==> src/rtl/dct_pkg.sv <==
// Shared constants and bank-state encoding for the row DCT, the transpose
// buffer and the column DCT stages.
package dct_pkg;

  localparam int DCT_W        = 12;
  localparam int DCT_NCOEF    = 6;
  localparam int DCT_NROW     = 8;
  localparam int DCT_ROW_BITS = DCT_NCOEF * DCT_W;
  localparam int DCT_COL_BITS = DCT_NROW * DCT_W;

  typedef enum logic [1:0] {
    BANK_EMPTY    = 2'd0,
    BANK_FILLING  = 2'd1,
    BANK_FULL     = 2'd2,
    BANK_DRAINING = 2'd3
  } bank_state_e;

  function automatic logic bank_writable(input bank_state_e st);
    return (st == BANK_EMPTY) || (st == BANK_FILLING);
  endfunction

endpackage

==> src/rtl/dct_tbuf_bank.sv <==
// One transpose bank: NROW x NCOEF coefficient registers written a row at a
// time and read back a column at a time.
module dct_tbuf_bank
  import dct_pkg::*;
(
  input  logic                    clk,
  input  logic                    rst,
  input  logic                    wr_en,
  input  logic [2:0]              wr_row,
  input  logic [DCT_ROW_BITS-1:0] wr_data,
  input  logic [2:0]              rd_col,
  output logic [DCT_COL_BITS-1:0] rd_data
);

  logic [DCT_W-1:0] mem_r [DCT_NROW][DCT_NCOEF];
  logic [DCT_COL_BITS-1:0] rd_data_s;

  // Row write port; z0 sits in the most significant lane of wr_data.
  always_ff @(posedge clk or posedge rst) begin
    if (rst) begin
      for (int r = 0; r < DCT_NROW; r++) begin
        for (int c = 0; c < DCT_NCOEF; c++) begin
          mem_r[r][c] <= '0;
        end
      end
    end else if (wr_en) begin
      for (int c = 0; c < DCT_NCOEF; c++) begin
        mem_r[wr_row][c] <= wr_data[(DCT_NCOEF-1-c)*DCT_W +: DCT_W];
      end
    end
  end

  // Column read mux; row 0 lands in the most significant lane.
  always_comb begin
    rd_data_s = '0;
    for (int r = 0; r < DCT_NROW; r++) begin
      if (rd_col < 3'(DCT_NCOEF)) begin
        rd_data_s[(DCT_NROW-1-r)*DCT_W +: DCT_W] = mem_r[r][rd_col];
      end else begin
        rd_data_s[(DCT_NROW-1-r)*DCT_W +: DCT_W] = '0;
      end
    end
  end

  assign rd_data = rd_data_s;

endmodule

==> src/rtl/dct_transpose_buffer.sv <==
// Ping-pong row-to-column transpose between the row and column DCT passes:
// one bank fills with rows while the other drains as columns.
module dct_transpose_buffer
  import dct_pkg::*;
(
  input  logic                    clk,
  input  logic                    rst,
  input  logic                    in_valid,
  output logic                    in_ready,
  input  logic [DCT_ROW_BITS-1:0] in_data,
  output logic                    out_valid,
  input  logic                    out_ready,
  output logic [DCT_COL_BITS-1:0] out_data,
  output logic [2:0]              out_col,
  output logic                    out_last
);

  localparam logic [2:0] LAST_ROW = 3'(DCT_NROW - 1);
  localparam logic [2:0] LAST_COL = 3'(DCT_NCOEF - 1);

  bank_state_e bank_st_r [2];
  bank_state_e bank_st_s [2];
  logic wr_bank_r, wr_bank_s, rd_bank_r, rd_bank_s;
  logic [2:0] row_cnt_r, row_cnt_s, col_cnt_r, col_cnt_s;
  logic in_ready_r, in_ready_s;
  logic out_valid_r, out_valid_s, out_last_r, out_last_s;
  logic [DCT_COL_BITS-1:0] out_data_r, out_data_s;
  logic [DCT_COL_BITS-1:0] bank_col_s [2];
  logic wr_fire_s, rd_fire_s, load_first_s, load_next_s, free_s;
  logic [2:0] rd_col_s;

  assign wr_fire_s    = in_valid && in_ready_r;
  assign rd_fire_s    = out_valid_r && out_ready;
  assign load_first_s = !out_valid_r && (bank_st_r[rd_bank_r] == BANK_FULL);
  assign load_next_s  = rd_fire_s && (col_cnt_r != LAST_COL);
  assign free_s       = rd_fire_s && (col_cnt_r == LAST_COL);
  assign rd_col_s     = load_first_s ? 3'd0 : (col_cnt_r + 3'd1);

  for (genvar b = 0; b < 2; b++) begin : g_bank
    dct_tbuf_bank u_bank (
      .clk     (clk),
      .rst     (rst),
      .wr_en   (wr_fire_s && (wr_bank_r == 1'(b))),
      .wr_row  (row_cnt_r),
      .wr_data (in_data),
      .rd_col  (rd_col_s),
      .rd_data (bank_col_s[b])
    );
  end

  // State and output registers.
  always_ff @(posedge clk or posedge rst) begin
    if (rst) begin
      bank_st_r[0] <= BANK_EMPTY;
      bank_st_r[1] <= BANK_EMPTY;
      wr_bank_r    <= 1'b0;
      rd_bank_r    <= 1'b0;
      row_cnt_r    <= 3'd0;
      col_cnt_r    <= 3'd0;
      in_ready_r   <= 1'b1;
      out_valid_r  <= 1'b0;
      out_data_r   <= '0;
      out_last_r   <= 1'b0;
    end else begin
      bank_st_r[0] <= bank_st_s[0];
      bank_st_r[1] <= bank_st_s[1];
      wr_bank_r    <= wr_bank_s;
      rd_bank_r    <= rd_bank_s;
      row_cnt_r    <= row_cnt_s;
      col_cnt_r    <= col_cnt_s;
      in_ready_r   <= in_ready_s;
      out_valid_r  <= out_valid_s;
      out_data_r   <= out_data_s;
      out_last_r   <= out_last_s;
    end
  end

  // Bank states, pointers and counters. Write and read events always target
  // different banks, so both can be honoured in the same cycle.
  always_comb begin
    bank_st_s[0] = bank_st_r[0];
    bank_st_s[1] = bank_st_r[1];
    wr_bank_s    = wr_bank_r;
    rd_bank_s    = rd_bank_r;
    row_cnt_s    = row_cnt_r;
    col_cnt_s    = col_cnt_r;
    if (wr_fire_s) begin
      row_cnt_s = row_cnt_r + 3'd1;
      if (row_cnt_r == LAST_ROW) begin
        bank_st_s[wr_bank_r] = BANK_FULL;
        wr_bank_s            = ~wr_bank_r;
      end else begin
        bank_st_s[wr_bank_r] = BANK_FILLING;
      end
    end else begin
      row_cnt_s = row_cnt_r;
    end
    if (load_first_s) begin
      bank_st_s[rd_bank_r] = BANK_DRAINING;
      col_cnt_s            = 3'd0;
    end else if (load_next_s) begin
      col_cnt_s = col_cnt_r + 3'd1;
    end else if (free_s) begin
      bank_st_s[rd_bank_r] = BANK_EMPTY;
      rd_bank_s            = ~rd_bank_r;
      col_cnt_s            = 3'd0;
    end else begin
      col_cnt_s = col_cnt_r;
    end
    // in_ready is decoded from next state so it never depends on out_ready combinationally.
    in_ready_s = bank_writable(bank_st_s[wr_bank_s]);
  end

  // Next values of the registered output column.
  always_comb begin
    out_valid_s = out_valid_r;
    out_data_s  = out_data_r;
    out_last_s  = out_last_r;
    if (load_first_s || load_next_s) begin
      out_valid_s = 1'b1;
      out_data_s  = bank_col_s[rd_bank_r];
      out_last_s  = (rd_col_s == LAST_COL);
    end else if (free_s) begin
      out_valid_s = 1'b0;
      out_last_s  = 1'b0;
    end else begin
      out_valid_s = out_valid_r;
    end
  end

  assign in_ready  = in_ready_r;
  assign out_valid = out_valid_r;
  assign out_data  = out_data_r;
  assign out_col   = col_cnt_r;
  assign out_last  = out_last_r;

endmodule

==> config.mk <==
export PLATFORM = sky130hd
export DESIGN_NAME = dct_transpose_buffer
export DESIGN_NICKNAME = d
export VERILOG_FILES = /design/src/rtl/dct_pkg.sv /design/src/rtl/dct_tbuf_bank.sv /design/src/rtl/dct_transpose_buffer.sv
export SDC_FILE = /design/constraint.sdc
export NUM_CORES = 2
export LEC_CHECK = 0
export CAP_MARGIN = 30
export CELL_PAD_IN_SITES_DETAIL_PLACEMENT = 0
export CELL_PAD_IN_SITES_GLOBAL_PLACEMENT = 1
export CORE_AREA = 4 4 344 346
export DETAILED_ROUTE_END_ITERATION = 7
export DIE_AREA = 0 0 348 350
export HOLD_SLACK_MARGIN = 0.15
export PLACE_DENSITY = 0.75
export SLEW_MARGIN = 10
export SYNTH_ARGS = -nofsm -noshare
export SYNTH_HDL_FRONTEND = slang
export SYNTH_HIERARCHICAL = 1
export SYNTH_SLANG_ARGS = --single-unit
export TNS_END_PERCENT = 20
==> constraint.sdc <==
create_clock -name clk -period 23.3 [get_ports clk]
set_input_delay 4.66 -clock clk [delete_from_list [all_inputs] [get_ports clk]]
set_output_delay 4.66 -clock clk [all_outputs]
set_load 0.005 [all_outputs]
### After elaboration in Yosys (flattened, before gate mapping)

Cells that the tools add are included.
Widths: inputs -> output; s select.

* add/subtract/negate cells: 2
* multiply operators: 0
* div/mod/pow operators: 0
* magnitude comparators: 9
* equal/unequal tests: 6
* shifts and indexed selects: 0
* multiplexer cells: 115
* bitwise gates (word level): 18
* reductions and logical operators: 17

Operator list (count)
* $bwmux 576: 12
* $demux 72 s3: 6
* $mux 12: 49
* $bmux 12 s3: 16
* $mux 96: 3
* $mux 72: 1
* $mux 60: 1
* $mux 48: 1
* $mux 36: 1
* $mux 24: 1
* $mux 4: 5
* $mux 2: 8
* $mux 3: 4
* $logic_and 1x1->1: 10
* $eq 3x3->1 const B: 3
* $ge 4x4->1 const B: 2
* $not 3->4: 2
* $add 3x1->3 const B: 2
* $ge 2x2->1 const B: 3
* $not 1->2: 3
* $mux 1: 5
* $and 2x2->2: 2
* $and 4x4->4: 1
* $demux 2 s1: 2
* 17 further kinds: 24

* bits in registers: 1263
* latch bits: 0
* RAM bits: 0
* memory bits (read-only): 0
* input bits: 76
* output and inout port bits: 102
* logic and storage cells: 273
* memories kept: 0

### Logic depth before layout (Yosys ltp)

* word-level depth: 18
* depth in mapped cells: 11
* depth with buffers taken out: 8

### Modules after synthesis

Netlist, hierarchy kept.

Modules (own cells, without submodules)
* dct_tbuf_bank (g_bank[1].u_bank): instances 1, cells each 1774, area each 25891.1 um^2, sequential area each 14413.8 um^2
* dct_tbuf_bank (g_bank[0].u_bank): instances 1, cells each 1774, area each 25889.8 um^2, sequential area each 14413.8 um^2
* dct_transpose_buffer: instances 1, cells each 385, area each 5630.4 um^2, sequential area each 2778.9 um^2

### Worst setup path after synthesis

Ideal clock, no wire load.

* kind: input to register
* start point: in in_valid
* end point: reg g_bank[1].u_bank/mem_r[552] (netlist name)
* library setup time: 125 ps
* data arrival time: 6096 ps
* required time: 23175 ps
* slack: 17079 ps
* stages: 6
* path buffers: 2
* path through: and3_1 > clkbuf_1 > nand2b_1 > nor3_4 > buf_6 > mux2_2

* word-level cells in the longest chain between the ends: 2

RTL lines
* start, declared: line dct_transpose_buffer.sv:8 `input logic in_valid,`
* $logic_and 1x1->1: line dct_transpose_buffer.sv:32 `assign wr_fire_s = in_valid && in_ready_r;`
* $logic_and 1x1->1: line dct_transpose_buffer.sv:43 `.wr_en (wr_fire_s && (wr_bank_r == 1'(b))),`
* end signal, assigned by index: line dct_tbuf_bank.sv:28 `mem_r[wr_row][c] <= wr_data[(DCT_NCOEF-1-c)*DCT_W +: DCT_W];`
* end, declared: line dct_tbuf_bank.sv:15 `logic [DCT_W-1:0] mem_r [DCT_NROW][DCT_NCOEF];`

No other way between the ends.
A chain may end at the register's enable or synchronous reset.

==> metrics.md <==
| Metric | Value |
|---|---|
| Post-synthesis cell area | 57,400 µm² |
| Fin crit share | 0.335 |
| Synth area leader | dfrtp_1 |
| Chip height | 350 µm |
| Violation count after the first detailed-routing iteration | 2,055 |
| Reg2reg setup slack | 17.38 ns |
| WHS Path Cells | 1 |
| Buffers and inverters on the worst path | 6 |
| Layout cell share with drive strength beyond 1 | 0.437 |
| Cell Chain, Critical Path | clkdlybuf4s50_1, inv_8, buf_12, buf_4, buf_12, buf_4 |
| Initial Util | 0.497 |
| WHS Endpoint | g_bank[1].u_bank/mem_r[497]$_DFFE_PP0P_ |
| Top routing layer used | met5 |
| R2r endpoint | out_data[67]$_DFFE_PP0P_ |
| Clock Skew | 0.0270 ns |
| H-Tree Depth | 4 |
| Hold Crit Class | flip-flop to flip-flop |
| Vias in the first global route | 35,700 |
| WP data arrival | 8.55 ns |
| Clk_lat worst skew | 0.74 ns |
| Placement Cell Area | 60,600 µm² |
| Total Negative Setup Slacks | 0 ns |
| Antenna Nets Post-Route | 0 |
| CP max stage delay | 0.72 ns |
| Slew Limit Fails | 0 |
| Worst path top cell family by delay | buffers and inverters |
| Slew margin rel. | 0.248 |
| Metal-1 WL | 72.3 mm |
| Root Driver | clkbuf_16 |
| Vias per cell | 5.94 |
| Status | finished, final reports clean |
| Post-DP HPWL | 91.6 mm |
| Area delta synth->final | 14.0% |
| I/O Buffers | 177 |
| Power Total | 4.54 mW |
| Pre-CTS setup slack | 14.59 ns |
| Syn_area_per_cell | 14.6 µm² |
| Slew @ Worst Pin | 1.13 ns |
| Crit path launch type | input port |
| Worst-path clk slew | 0.06 ns |
| Pre-Repair DR Iteration Count | 5 |
| Length of routed met2 wiring | 73.5 mm |
| Clock Tree Buf Depth | 3 |
| Critical path capture point type | async pin |
| Hold buffers post-CTS | 0 |
| Synth unique cells | 38 |
| RSZ-0062 raised after global routing | no |
| WL per Instance | 27.6 µm |
| Leakage | 32.7 nW |
| Pwr dens | 69.5 nW/µm² |
| Slowest CP cell | buf_4 |
| VDD IR-drop max | 70.8 µV |
| Fmax | 0.128 GHz |
| Antenna violations before repair | 20 |
| DIE AREA | 122,000 µm² |
| Hold Crit Start | g_bank[1].u_bank/mem_r[497]$_DFFE_PP0P_ |
| Worst r2r src | rd_bank_r$_DFFE_PP0P_ |
| CTS tree | done |
| Total CTS buffers | 137 |
| Mapped Cells | 3,933 |
| DRC violations left | 0 |
| WP data required | 24.03 ns |
| Crit path max fanout | 161 |
| Grt total ovfl | 0 |
| Die W | 348 µm |
| Fin util | 0.567 |
| Boundary Pins | 178 |
| Total Routing Usage GR | 0.260 |
| Core ar. | 115,000 µm² |
| Largest cells by area after synthesis | dfrtp_1, mux2_2, mux2i_1, o221ai_1, buf_2 |
| Num Clock Sinks | 1,263 |
| Routed wire length | 157 mm |
| Synth top area share | 0.550 |
| Seq cells post-synth | 1,263 |
| Asr flop ratio synth | 1.00 |
| Maximum Capacitance Violations | 0 |
| Final setup margin | 15.48 ns |
| Met3 wire len | 7.40 mm |
| CP Class | input port to async pin |
| Postcts setup bufs | 0 |
| PostCTS Resize Cnt | 0 |
| Final Hold Vio Count | 0 |
| Final Critical Period | 7.82 ns |
| Post-synth EDFFs | 0 |
| Count of final setup violators | 0 |
| Main synth FF type | dfrtp_1 |
| Post-route design area | 65,400 µm² |
| Reg2reg path depth | 11 |
| Largest net degree at the start of global routing | 184 |
| Top-count cell post-synth | mux2_2 |
| Fin nets | 4,135 |
| Yosys warning count | 6 |
| Commonest cells post-synth | mux2_2, dfrtp_1, mux2i_1, nand2_1, o221ai_1 |
| Register area share after synthesis | 0.551 |
| Std-Cell Rows | 125 |
| Via count | 33,800 |
| Net Count, Synth | 4,014 |
| First-pass GRT wire length | 238 mm |
| Routability cong. | 0.752 |
==> kinds of logic after synthesis <==
| logic type | share of synthesized area |
|---|---|
| muxes | 0.372 |
| DFF | 0.551 |
| buffers and inverters | 0.0263 |
| and+or+nand+nor | 0.0186 |
| AOI/OAI and AO/OA | 0.0309 |
| adders and majority gates | 0.00109 |
| xor gates and xnor gates | 0.000610 |
==> per-layer routing <==
| metal | track usage | up-vias |
|---|---|---|
| met5 | 0 | - |
| met4 | 0.0628 | 6 |
| met3 | 0.0401 | 202 |
| met2 | 0.424 | 588 |
| met1 | 0.369 | 18300 |
| li1 | - | 14700 |
==> worst max path at each step <==
stage | from | endpoint | slack (ns) | cells past startpoint
after floorplan | rst | g_bank[0].u_bank/mem_r[0]$_DFFE_PP0P_ | 2.53 | 1
final | rst | g_bank[1].u_bank/mem_r[232]$_DFFE_PP0P_ | 15.48 | 6
after global placement | rst | g_bank[1].u_bank/mem_r[325]$_DFFE_PP0P_ | 14.60 | 5
after global routing | rst | g_bank[1].u_bank/mem_r[328]$_DFFE_PP0P_ | 15.06 | 6
after detailed placement | rst | g_bank[1].u_bank/mem_r[313]$_DFFE_PP0P_ | 14.59 | 5
after CTS | rst | g_bank[1].u_bank/mem_r[232]$_DFFE_PP0P_ | 15.37 | 5
==> final cells by class <==
type | instances | area (µm²)
Sequential cell | 1263 | 31600
Multi-Input combinational cell | 2384 | 24400
Fill cell | 9303 | 50000
Clock buffer | 211 | 4220
Timing Repair Buffer | 261 | 2770
Tap cell | 1524 | 1910
Inverter | 7 | 46.3
Clock inverter | 36 | 462
Antenna cell | 11 | 27.5
==> sequential cells by signal (all words and copies together) (netlist names) <==
register,cells
out_data,96
in_ready,1
wr_bank_r,1
g_bank.u_bank/mem_r,1152
out_col,3
out_last,1
row_cnt_r,3
rd_bank_r,1
bank_st_r,4
out_valid,1
==> per-stage QoR <==
| step | hold slack, ns | instances |
|---|---|---|
| after floorplan | 0.454 | 3933 |
| after global placement | 0.464 | 5417 |
| after detailed placement | 0.472 | 5432 |
| after CTS | 0.485 | 5679 |
| after global routing | 0.494 | 5688 |
| final | 0.480 | 5697 |
==> where the power goes <==
group	total, mW	switching (mW)	internal [mW]	leakage (nW)
Clock	2.24	0.888	1.35	2.32
Combinational	0.115	0.0943	0.0207	12.8
Sequential	2.19	0	2.19	17.6
==> placed cells by master (no fill, tap or decap), types with 4 or more instances in the layout <==
cell type        count
buf_12               9
buf_16              10
buf_4               57
buf_8                7
bufinv_16            9
clkbuf_1            29
clkbuf_16          143
clkbuf_8            39
clkdlybuf4s50_1    177
clkinv_2            20
clkinv_8             4
dfrtp_1           1261
diode_2             11
ha_1                 5
inv_1                4
inv_6                4
mux2_1              46
mux2_2            1452
mux2_4              40
mux2i_1            388
nand2_1            199
nand2b_4             4
nand4b_1             6
nor2_1               8
nor2_4               5
nor3_4               4
nor3b_2              4
o21ai_0              4
o221ai_1           192
xnor2_1              4
Note: power is estimated with default switching activity, not from simulation.
